File: config.mk
export PLATFORM = sky130hd
export DESIGN_NAME = dcache_controller
export DESIGN_NICKNAME = d
export VERILOG_FILES = /design/src/rtl/dcache_pkg.sv /design/src/rtl/dcache_line_merge.sv /design/src/rtl/dcache_controller.sv
export SDC_FILE = /design/constraint.sdc
export NUM_CORES = 1
export LEC_CHECK = 0
export BUFFER_PORTS_ARGS = -buffer_cell sky130_fd_sc_hd__buf_2
export CORE_AREA = 2 2 467 469
export DETAILED_ROUTE_END_ITERATION = 6
export DIE_AREA = 0 0 469 471
export GPL_TIMING_DRIVEN = 0
export SLEW_MARGIN = 20
export SYNTH_ARGS = -nofsm -noshare
export SYNTH_HDL_FRONTEND = slang
export SYNTH_SLANG_ARGS = --single-unit
File: constraint.sdc
create_clock -name clk_i -period 7.8 [get_ports clk_i]
set_input_delay 0.39 -clock clk_i [delete_from_list [all_inputs] [get_ports clk_i]]
set_output_delay 0.39 -clock clk_i [all_outputs]
set_load 0.05 [all_outputs]
File: src/rtl/dcache_pkg.sv
// Shared widths, tag-field layout and FSM encoding for the data-cache controller.
package dcache_pkg;
  localparam int ADDR_W    = 32;
  localparam int TAG_W     = 23;
  localparam int IDX_W     = 4;
  localparam int LINE_W    = 256;
  localparam int WORD_W    = 32;
  localparam int OFF_W     = 5;
  localparam int WSEL_W    = 3;
  localparam int WSEL_LSB  = 2;
  localparam int STAG_W    = 25;
  localparam int VALID_BIT = 24;
  localparam int DIRTY_BIT = 23;

  typedef enum logic [1:0] {
    IDLE      = 2'd0,
    WRITEBACK = 2'd1,
    READMISS  = 2'd2,
    REFILL    = 2'd3
  } dc_state_t;
endpackage

File: src/rtl/dcache_line_merge.sv
// Inserts a word into a cache line at a word index and extracts the word at that index.
module dcache_line_merge
  import dcache_pkg::*;
(
  input  logic [LINE_W-1:0] line,
  input  logic [WORD_W-1:0] wdata,
  input  logic [WSEL_W-1:0] sel,
  output logic [LINE_W-1:0] merged,
  output logic [WORD_W-1:0] rdata
);

  always_comb begin
    merged = line;
    merged[int'(sel)*WORD_W +: WORD_W] = wdata;
    rdata = line[int'(sel)*WORD_W +: WORD_W];
  end

endmodule

File: src/rtl/dcache_controller.sv
// Control FSM in front of the 2-way dcache SRAM: hit service, dirty write-back and refill.
module dcache_controller
  import dcache_pkg::*;
(
  input  logic                clk_i,
  input  logic                rst_i,
  input  logic [ADDR_W-1:0]   cpu_addr_i,
  input  logic [WORD_W-1:0]   cpu_data_i,
  input  logic                cpu_read_i,
  input  logic                cpu_write_i,
  output logic [WORD_W-1:0]   cpu_data_o,
  output logic                cpu_stall_o,
  output logic [IDX_W-1:0]    sram_idx_o,
  output logic [STAG_W-1:0]   sram_tag_o,
  output logic [LINE_W-1:0]   sram_data_o,
  output logic                sram_enable_o,
  output logic                sram_write_o,
  input  logic [STAG_W-1:0]   sram_tag_i,
  input  logic [LINE_W-1:0]   sram_data_i,
  input  logic                sram_hit_i,
  output logic [ADDR_W-1:0]   mem_addr_o,
  output logic [LINE_W-1:0]   mem_data_o,
  output logic                mem_enable_o,
  output logic                mem_write_o,
  input  logic [LINE_W-1:0]   mem_data_i,
  input  logic                mem_ack_i
);

  dc_state_t          state, state_nxt;
  logic [TAG_W-1:0]   victim_tag;
  logic [LINE_W-1:0]  victim_line;
  logic [LINE_W-1:0]  refill_line;
  logic [TAG_W-1:0]   tag;
  logic [IDX_W-1:0]   idx;
  logic [WSEL_W-1:0]  wsel;
  logic               req;
  logic               victim_dirty;
  logic               latch_victim;
  logic               latch_refill;
  logic [LINE_W-1:0]  merged_line;
  logic [WORD_W-1:0]  sel_word;
  logic               unused_ok;

  assign tag          = cpu_addr_i[ADDR_W-1 -: TAG_W];
  assign idx          = cpu_addr_i[OFF_W +: IDX_W];
  assign wsel         = cpu_addr_i[WSEL_LSB +: WSEL_W];
  assign req          = cpu_read_i | cpu_write_i;
  assign victim_dirty = sram_tag_i[VALID_BIT] & sram_tag_i[DIRTY_BIT];
  assign unused_ok    = &{1'b0, cpu_addr_i[WSEL_LSB-1:0]};

  dcache_line_merge u_merge (
    .line   (sram_data_i),
    .wdata  (cpu_data_i),
    .sel    (wsel),
    .merged (merged_line),
    .rdata  (sel_word)
  );

  always_ff @(posedge clk_i) begin
    if (!rst_i) begin
      state       <= IDLE;
      victim_tag  <= '0;
      victim_line <= '0;
    end else begin
      state <= state_nxt;
      if (latch_victim) begin
        victim_tag  <= sram_tag_i[TAG_W-1:0];
        victim_line <= sram_data_i;
      end
    end
  end

  // Refill buffer is pure data; it is only consumed in REFILL after being loaded.
  always_ff @(posedge clk_i) begin
    if (latch_refill) refill_line <= mem_data_i;
  end

  always_comb begin
    state_nxt    = state;
    latch_victim = 1'b0;
    latch_refill = 1'b0;
    case (state)
      IDLE: begin
        if (req && !sram_hit_i) begin
          if (victim_dirty) begin
            state_nxt    = WRITEBACK;
            latch_victim = 1'b1;
          end else begin
            state_nxt = READMISS;
          end
        end
      end
      WRITEBACK: if (mem_ack_i) state_nxt = READMISS;
      READMISS: begin
        if (mem_ack_i) begin
          state_nxt    = REFILL;
          latch_refill = 1'b1;
        end
      end
      REFILL:  state_nxt = IDLE;
      default: state_nxt = IDLE;
    endcase
  end

  always_comb begin
    cpu_stall_o   = 1'b0;
    sram_enable_o = 1'b0;
    sram_write_o  = 1'b0;
    sram_tag_o    = {1'b1, 1'b1, tag};
    sram_data_o   = merged_line;
    if (rst_i) begin
      case (state)
        IDLE: begin
          sram_enable_o = req;
          sram_write_o  = req & sram_hit_i & cpu_write_i;
          cpu_stall_o   = req & ~sram_hit_i;
        end
        REFILL: begin
          sram_enable_o = 1'b1;
          sram_write_o  = 1'b1;
          sram_tag_o    = {1'b1, 1'b0, tag};
          sram_data_o   = refill_line;
          cpu_stall_o   = 1'b1;
        end
        default: cpu_stall_o = 1'b1;
      endcase
    end
  end

  // The memory request is a pure decode of the registered state, so it drops with reset.
  assign cpu_data_o   = sel_word;
  assign sram_idx_o   = idx;
  assign mem_enable_o = (state == WRITEBACK) || (state == READMISS);
  assign mem_write_o  = (state == WRITEBACK);
  assign mem_addr_o   = {(state == WRITEBACK) ? victim_tag : tag, idx, {OFF_W{1'b0}}};
  assign mem_data_o   = victim_line;

endmodule

---- After elaboration in Yosys (flattened, before gate mapping) ----
Cells that the tools add are included.
storage, ports and cells
  bits in registers ....................... 537
  input bits .............................. 607
  output and inout bits ................... 610
  word-level logic and storage cells ...... 47
operators by class
  add/sub/neg operators ................... 1
  eq/ne operators ......................... 6
  shift operators ......................... 3
  multiplexer cells ....................... 22
  bitwise operators ....................... 6
  reduce and logical (&&, ||, !) cells .... 5
operator list
  cell                                                      number
  two-way mux 256 bit                                       2
  bitwise mux 256 bit                                       1
  variable shift 32 x 33 -> 256 bit (first input constant)  1
  indexed part select 256 x 9 -> 32 bit                     1
  indexed part select 32 x 33 -> 256 bit                    1
  two-way mux 24 bit                                        2
  negator 8 -> 33 bit                                       1
  two-way mux 23 bit                                        1
  two-way mux 1 bit                                         9
  two-way mux 2 bit                                         4
  one-hot mux 2 bit (4 select lines)                        1
  AND 1 bit                                                 4
  equality test 2 bit (second input constant)               2
  != test 2 bit (second input constant)                     2
  one-hot mux 1 bit (2 select lines)                        2
  AND reduction 3 bit                                       1
  equality test 2 x 1 -> 1 bit (second input constant)      1
  logical NOT 2 bit                                         1
  != test 2 x 1 -> 1 bit (second input constant)            1
  logical AND 1 bit                                         1
  logical NOT 1 bit                                         1
  logical OR 1 bit                                          1
  NOT 1 bit                                                 1
  OR 1 bit                                                  1

---- Longest topological paths before layout ----
Gate-level depths: netlist of run 1.
  word-level depth ........................ 5
  gate-level depth with buffers ........... 11
  mapped depth without buffers ............ 6

---- Cells and area by module ----
From an unflattened synthesis of run 1, not the netlist that was laid out.
unflattened totals
  cell total of the unflattened synthesis .. 2576
  area total of the unflattened synthesis .. 29176.7 um^2
modules (own cells, without submodules)
  module             times used  cells each  area each (um^2)  seq. area each (um^2)
  dcache_controller  1           1908        22992.1           13312.8
  dcache_line_merge  1           668         6184.7            0.0

---- Least setup slack after synthesis of run 1 ----
Ideal clock, no wire load.
  path kind ............................... reg-to-reg
  start ................................... register state[0]
  end ..................................... register refill_line[0], enable pin
  arrival time ............................ 6.376 ns
  data required time ...................... 7.152 ns
  slack ................................... 0.776 ns
  stages on the path, launching flop included .. 4
  buffers on the path ..................... 0
  clock period less this slack ............ 7.024 ns
  cell sequence ........................... dfxtp_1 -> inv_1 -> ha_1 -> and2_1
on the way
  word-level cells in the longest chain between the ends .. 2
RTL lines
  what                      line                     source
  start: declaration        dcache_controller.sv:29  dc_state_t state, state_nxt;
  start signal: assignment  dcache_controller.sv:65  state <= state_nxt;
  equality test 2 bit       dcache_controller.sv:82  case (state)
  two-way mux 1 bit         dcache_controller.sv:82
  via latch_refill          dcache_controller.sv:39  logic latch_refill;
  end signal: assignment    dcache_controller.sv:75  if (latch_refill) refill_line <= mem_data_i;
  end: declaration          dcache_controller.sv:32  logic [LINE_W-1:0] refill_line;
The timed path passes the listed nets, and every way through them passes these cells.
A chain may end at the register's enable or synchronous reset.

---- Final worst setup path of run 1 ----
  start ................................... input cpu_addr_i[4]
  end ..................................... output sram_data_o[6]
on the way
  word-level cells in the longest chain between the ends .. 5
  elaborated cells between the ends (all ways) .. 6
  classes of those cells .................. 1 x add/sub; 2 x shift; 3 x mux
RTL lines
  what                                                                                         line                      source
  start: declaration                                                                           dcache_controller.sv:7    input logic [ADDR_W-1:0] cpu_addr_i,
  negator 8 -> 33 bit (*)                                                                      dcache_line_merge.sv:14   merged[int'(sel)*WORD_W +: WORD_W] = wdata;
  indexed part select 32 x 33 -> 256 bit or variable shift 32 x 33 -> 256 bit (tied branches)  dcache_line_merge.sv:14
  bitwise mux 256 bit (*)                                                                      dcache_line_merge.sv:14
  two-way mux 256 bit                                                                          dcache_controller.sv:112  case (state)
  two-way mux 256 bit (*)                                                                      dcache_controller.sv:111  if (rst_i) begin
  end: declaration                                                                             dcache_controller.sv:15   output logic [LINE_W-1:0] sram_data_o,
Mark *: on every way between the ends. The rest lies on a longest branch, timed or not.

==> qor.txt, run 1 <==
outcome -> finished, final reports clean
cells taking the most area after synthesis -> edfxtp_1 28%, dfxtp_1 21%, a21boi_0 7.0%
input/output buffers -> 1171
top cell type by total area after synthesis -> edfxtp_1
number of clock buffers inserted by TritonCTS -> 74
highest-count cells in the layout ignoring fill and taps -> 1207 x buf_2, 474 x dlygate4sd3_1, 382 x o21ai_0
CTS clock-pin slew for the worst setup and hold paths -> 50 ps
Antenna Nets Post-Route -> 0
cell area after placement -> 37200 µm²
Post-synth EDFFs -> 256
overall die height -> 471 µm
drt via density -> 4.68
critical path fanouts, max -> 11
average detailed-routed wire length per instance -> 40.7 µm
peak supply drop -> 168 µV
post-synthesis instance area -> 27300 µm²
switching component of the power -> 4.86 mW
leakage dissipation -> 17.7 nW
net switching share of the total power -> 43.9%
Non-Filler Instances -> 7633
Global Route Usage Sum -> 26.8%
post-layout power -> 11.1 mW
number of failing setup endpoints in the final timing report -> 0
via count of the first global-routing pass -> 33800
detailed router's first-iteration violation count -> 4409
slew of the pin with the lowest slew margin -> 1320 ps
CTS root buf -> clkbuf_16
reported max-cap violation count -> 0
number of iterations in the first detailed-routing pass -> 6
number of warnings reported in the yosys synthesis log -> 0
class of the tightest hold or removal check -> in2reg
area added between synthesis and finish -> 63.7%
count of different cell masters after synthesis -> 50
post-layout utilization of the core -> 20.7%
depth of the worst hold-timing path -> 3
drt drc -> 0
Resized cells post-CTS -> 0
Final Wtd Congestion -> 0.938
category of the most critical setup path -> in2out
post-route standard cell area excluding fillers -> 44800 µm²
signal arrival time at the worst endpoint -> 5850 ps
TritonCTS clock tree -> built
async set or reset register ratio after synthesis -> 0%
Critical Path End Type -> output port
required time of the critical path -> 7410 ps
share of the synthesized area in the top cell type -> 28.1%
final setup slack of the worst path -> 1560 ps
worst clock skew -> 39.2 ps
area enclosed by the die boundary -> 221000 µm²
Die X-Extent -> 469 µm
internal power component -> 6.22 mW
overall via count from detail_route -> 35800
NumNets Final -> 5223
CTS H-tree lvls -> 3
number of cells in the design after placement -> 6910
maximum clock frequency -> 0.160 GHz
gate count after technology mapping -> 2862
worst slack on hold paths -> 64.2 ps
primary flip-flop cell chosen by synthesis mapping -> dfxtp_1
Post-Place Worst Slack -> 1350 ps
Longest Clk Path Bufs -> 3
met3 GRT Util -> 10.5%
share of final-layout standard cells stronger than drive strength 1 -> 32.9%
maximum number of pins on one net before global-route repair -> 41
most congested layer reported by global routing -> met2
period utilisation layout -> 80.0%
initial standard-cell utilization of the core -> 12.6%
flop and latch count out of synthesis -> 537
Clock Latency Late Sink -> 730 ps
Seq/Total Area, Yosys -> 48.7%
initial antenna violation count -> 180
startpoint type of the worst setup path -> primary input
met2 track utilization from global routing -> 41.4%
fin. max-slew vios -> 0
relative contribution of sequential cells to total power -> 30.9%
power share of the clock group -> 32.9%
overall routed net length -> 310 mm
relative contribution of combinational cells to total power -> 36.2%
Cell Rows -> 171
number of primary I/O pins -> 1217
cell depth of the worst flop-to-flop path -> 9
Max-Slew Margin vs Limit -> 12.3%
minimum period implied by the final worst setup slack -> 6240 ps
mean cell area of the mapped netlist -> 9.55 µm²
RSZ-0062 raised after global routing -> no
first-pass GRT wire length -> 377 mm
total power density per cell area -> 248 nW/µm²
total global routing overflow -> 0
summed negative setup slack over all endpoints -> 0 ps
most frequent standard cell in the layout excluding fill and tap cells -> buf_2
area inside the core boundary -> 216000 µm²
GR Layer Usage met1 -> 31.4%
sinks on the clock net -> 537
Detailed Place HPWL -> 263 mm
final hold violation count -> 0
-- cells by family (layout without fill, tap and decap cells) --
| family | count (synthesis) | count (layout) | synth area share [%] |
|---|---|---|---|
| flops | 537 | 537 | 48.7 |
| buf+inv | 398 | 2199 | 6.35 |
| other cells | 2 | 118 | 0.0275 |
| simple gates | 895 | 895 | 16.0 |
| fa+ha+maj | 10 | 10 | 0.458 |
| compound gates | 931 | 931 | 22.2 |
| mux | 89 | 89 | 6.30 |
-- metal layers --
layer	vias up	share of wire, %
li1	14400	-
met1	17700	38
met2	2949	43
met3	718	12
met4	50	6.8
met5	-	0.099
-- path summary, 6_finish.rpt --
check	startpoint	endpoint	slack [ps]
max reg2reg	state[0]$_SDFFE_PN0P_	mem_data_o[42]$_SDFFE_PN0P_	4320
min	sram_data_i[252]	mem_data_o[252]$_SDFFE_PN0P_	60
min reg2reg	mem_data_o[217]$_SDFFE_PN0P_	mem_data_o[217]$_SDFFE_PN0P_	480
max	cpu_addr_i[4]	sram_data_o[6]	1560
-- flip-flops by register name, summed over array words and instances, names as in the netlist --
| register | flops |
|---|---|
| mem_data_o | 256 |
| refill_line | 256 |
| state | 2 |
| victim_tag | 23 |
-- synth_stat cells, types with 33 or more instances --
cell and instances:
nand4_1 70, a221o_1 91, nand2_1 162, dfxtp_1 281, clkbuf_1 259, edfxtp_1 256
and3_1 92, o21ai_0 382, buf_2 33, nor2_1 171, mux4_2 64, buf_4 37
nand3_1 374, a31oi_1 166, a21boi_0 256
-- area by class of cell --
type                       instances  area, µm²
buffer                           391       1740
tap                             2854       3570
antenna                          112        280
clock buffer                      99       2040
multi-input combinational       1931      12400
timing repair buffer            1664      11000
inverter                           7       26.3
clock inverter                    38        465
fill                           24000     171000
sequential                       537      13300
-- what timing repair did --
action                    4_1_cts  5_1_grt
hold endpoints to repair      474        0
hold buffers                  474        0
buffers inserted                0        0
-- worst max-delay path, stage by stage --
cell and delay (ps):
buf_2 150, clkbuf_1 790, inv_1 470, clkbuf_1 410, ha_1 460, clkbuf_1 370, nor4b_2 740, clkbuf_1 830
nand3_1 190, a31oi_1 540, buf_2 460
-- power groups by stage --
stage	combinational [mW]	sequential, mW	clock (mW)
after CTS	3.99	3.42	3.70
after global placement	3.66	3.59	0
after floorplan	1.64	3.69	0
after detailed placement	3.75	3.47	0
final	4.01	3.42	3.65
after global routing	4.11	3.43	3.78
Power figures use the tool's default switching activity.
==> run 2: changes to the inputs <==
- ABC_AREA: not set -> 1
- CORE_AREA: 2 2 467 469 -> 2 2 471 473
- DIE_AREA: 0 0 469 471 -> 0 0 473 475
- clock period: 7.8 -> 5.3 ns (I/O delays scaled with it)
==> qor.txt, run 2 <==
highest-count cells in the layout ignoring fill and taps -> 1309 x buf_2, 970 x nand2_1, 526 x dlygate4sd3_1
Seq/Total Area, Yosys -> 49.1%
area inside the core boundary -> 219000 µm²
Longest Clk Path Bufs -> 3
drt via density -> 4.25
library cell with the highest instance count after synthesis -> nand2_1
Sequential Area -> 13300 µm²
TritonCTS clock tree -> built
number of cells in the design after placement -> 7665
post-layout power -> 15.9 mW
via count of the first global-routing pass -> 33400
total global routing overflow -> 0
cells taking the most area after synthesis -> edfxtp_1 28%, dfxtp_1 21%, nand2_1 13%
Global Route Usage Sum -> 26.5%
RSZ-0062 raised after global routing -> no
fin. max-slew vios -> 0
worst clock skew -> 24.9 ps
top cell type by total area after synthesis -> edfxtp_1
maximum single-stage delay on the critical path -> 710 ps
Clock Latency Late Sink -> 740 ps
overall via count from detail_route -> 35800
Critical Path End Type -> output port
class of the tightest hold or removal check -> in2reg
CP dominant cell by count -> buf_2
Antenna Nets Post-Route -> 0
final hold violation count -> 0
category of the most critical setup path -> in2out
CTS H-tree lvls -> 3
Max-Slew Margin vs Limit -> 3.35%
dominant delay contributor by cell family on the critical path -> buffers and inverters
average detailed-routed wire length per instance -> 37.0 µm
Detailed Place HPWL -> 266 mm
minimum period implied by the final worst setup slack -> 5040 ps
gate count after technology mapping -> 3575
Final Wtd Congestion -> 0.970
required time of the critical path -> 5040 ps
detailed router's first-iteration violation count -> 3761
list of cells traversed by the critical path -> buf_2 > inv_2 > buf_2 > buf_1 > ha_1 > ha_1 > inv_1 > clkbuf_1 > nand4_1 > nand3_1 > nand3_1 > nand2_1 > buf_2
period utilisation layout -> 95.1%
number of buffers inserted by post-CTS setup repair -> 0
primary flip-flop cell chosen by synthesis mapping -> dfxtp_1
number of failing setup endpoints in the final timing report -> 0
mean cell area of the mapped netlist -> 7.58 µm²
maximum number of pins on one net before global-route repair -> 29
number of warnings reported in the yosys synthesis log -> 0
cell with the largest stage delay on the worst path -> nand4_1
first-pass GRT wire length -> 374 mm
initial antenna violation count -> 180
startpoint type of the worst setup path -> primary input
input/output buffers -> 1203
most frequent standard cell in the layout excluding fill and tap cells -> buf_2
critical path fanouts, max -> 11
NumNets Final -> 6011
initial standard-cell utilization of the core -> 12.4%
reported max-cap violation count -> 0
Die X-Extent -> 473 µm
share of final-layout standard cells stronger than drive strength 1 -> 28.1%
total power density per cell area -> 352 nW/µm²
Multi-input gate area -> 11200 µm²
Non-Filler Instances -> 8419
summed negative setup slack over all endpoints -> 0 ps
number of clock buffers inserted by TritonCTS -> 73
overall routed net length -> 311 mm
peak supply drop -> 278 µV
maximum clock frequency -> 0.198 GHz
number of primary I/O pins -> 1217
Cell Rows -> 172
flop and latch count out of synthesis -> 537
share of the synthesized area in the top cell type -> 28.4%
post-synthesis instance area -> 27100 µm²
CTS clock-pin slew for the worst setup and hold paths -> 60 ps
overall die height -> 475 µm
sinks on the clock net -> 537
Post-synth EDFFs -> 256
slew of the pin with the lowest slew margin -> 1430 ps
outcome -> finished, final reports clean
number of iterations in the first detailed-routing pass -> 6
leakage dissipation -> 20.8 nW
signal arrival time at the worst endpoint -> 4780 ps
Resized cells post-CTS -> 0
area added between synthesis and finish -> 66.1%
number of fill cells in the layout -> 24700
cell area after placement -> 37000 µm²
number of buffer and inverter instances along the worst setup path -> 7
async set or reset register ratio after synthesis -> 0%
drt drc -> 0
area enclosed by the die boundary -> 225000 µm²
post-route standard cell area excluding fillers -> 45000 µm²
CTS root buf -> clkbuf_16
count of different cell masters after synthesis -> 26
commonest cells in the synthesized netlist -> 970 x nand2_1, 412 x o21ai_0, 382 x a21oi_1, 361 x nand3_1, 281 x dfxtp_1
run 2: report_power, final:
part           switching (mW)  internal (mW)
clock                    2.31           3.05
combinational            4.25           1.22
sequential              0.169           4.85
total                    6.73           9.12
run 2: logic make-up (layout without fill, tap and decap cells):
logic type	Yosys count	after routing	synth area share, %
AOI/OAI and AO/OA	824	824	15.2
adders and majority gates	10	10	0.462
buffers and inverters	607	2483	9.42
DFF	537	537	49.1
muxes	23	23	0.956
other	2	99	0.0277
and+or+nand+nor	1572	1572	24.8
run 2: path summary, 6_finish.rpt:
| path | start | to | slack (ps) | cells past startpoint |
|---|---|---|---|---|
| max | cpu_addr_i[2] | sram_data_o[160] | 260 | 13 |
| min reg2reg | state[0]$_SDFFE_PN0P_ | state[0]$_SDFFE_PN0P_ | 510 | 2 |
| max reg2reg | state[1]$_SDFFE_PN0P_ | mem_data_o[210]$_SDFFE_PN0P_ | 1900 | 8 |
| min | sram_data_i[255] | mem_data_o[255]$_SDFFE_PN0P_ | 50 | 3 |
run 2: cell type report:
type	count	area share [%]
Sequential cell	537	29.6
Timing Repair Buffer	1741	25.7
Multi-Input combinational cell	2435	25.0
Tap cell	2871	7.98
Clock buffer	92	4.52
Buffer	326	3.36
Inverter	280	2.35
Clock inverter	44	1.03
Antenna cell	93	0.517
run 2: per-layer routing:
metal,vias up,track usage [%],share of wire [%]
met5,-,0,0.17
met4,84,13.5,5.9
met3,539,10.8,11
met2,2402,41.6,44
met1,17000,30.9,39
li1,15700,-,-
run 2: through the flow:
stage          util, %  setup slack [ps]  hold WS (ps)
6_report          20.5               257          49.2
5_1_grt           20.5               228          26.4
4_1_cts           20.4              86.2         0.867
3_5_place_dp      16.9              91.9           443
3_3_place_gp      16.8             -3050           441
2_1_floorplan        -               364           364
run 2: worst min-delay path: stages:
cell and delay [ps]:
buf_2 90, inv_1 160, a21oi_1 180
run 2: what timing repair did:
item,CTS,global route
endpoints found under the setup margin,0,5
endpoints found under the hold margin,527,0
hold buffers,526,0
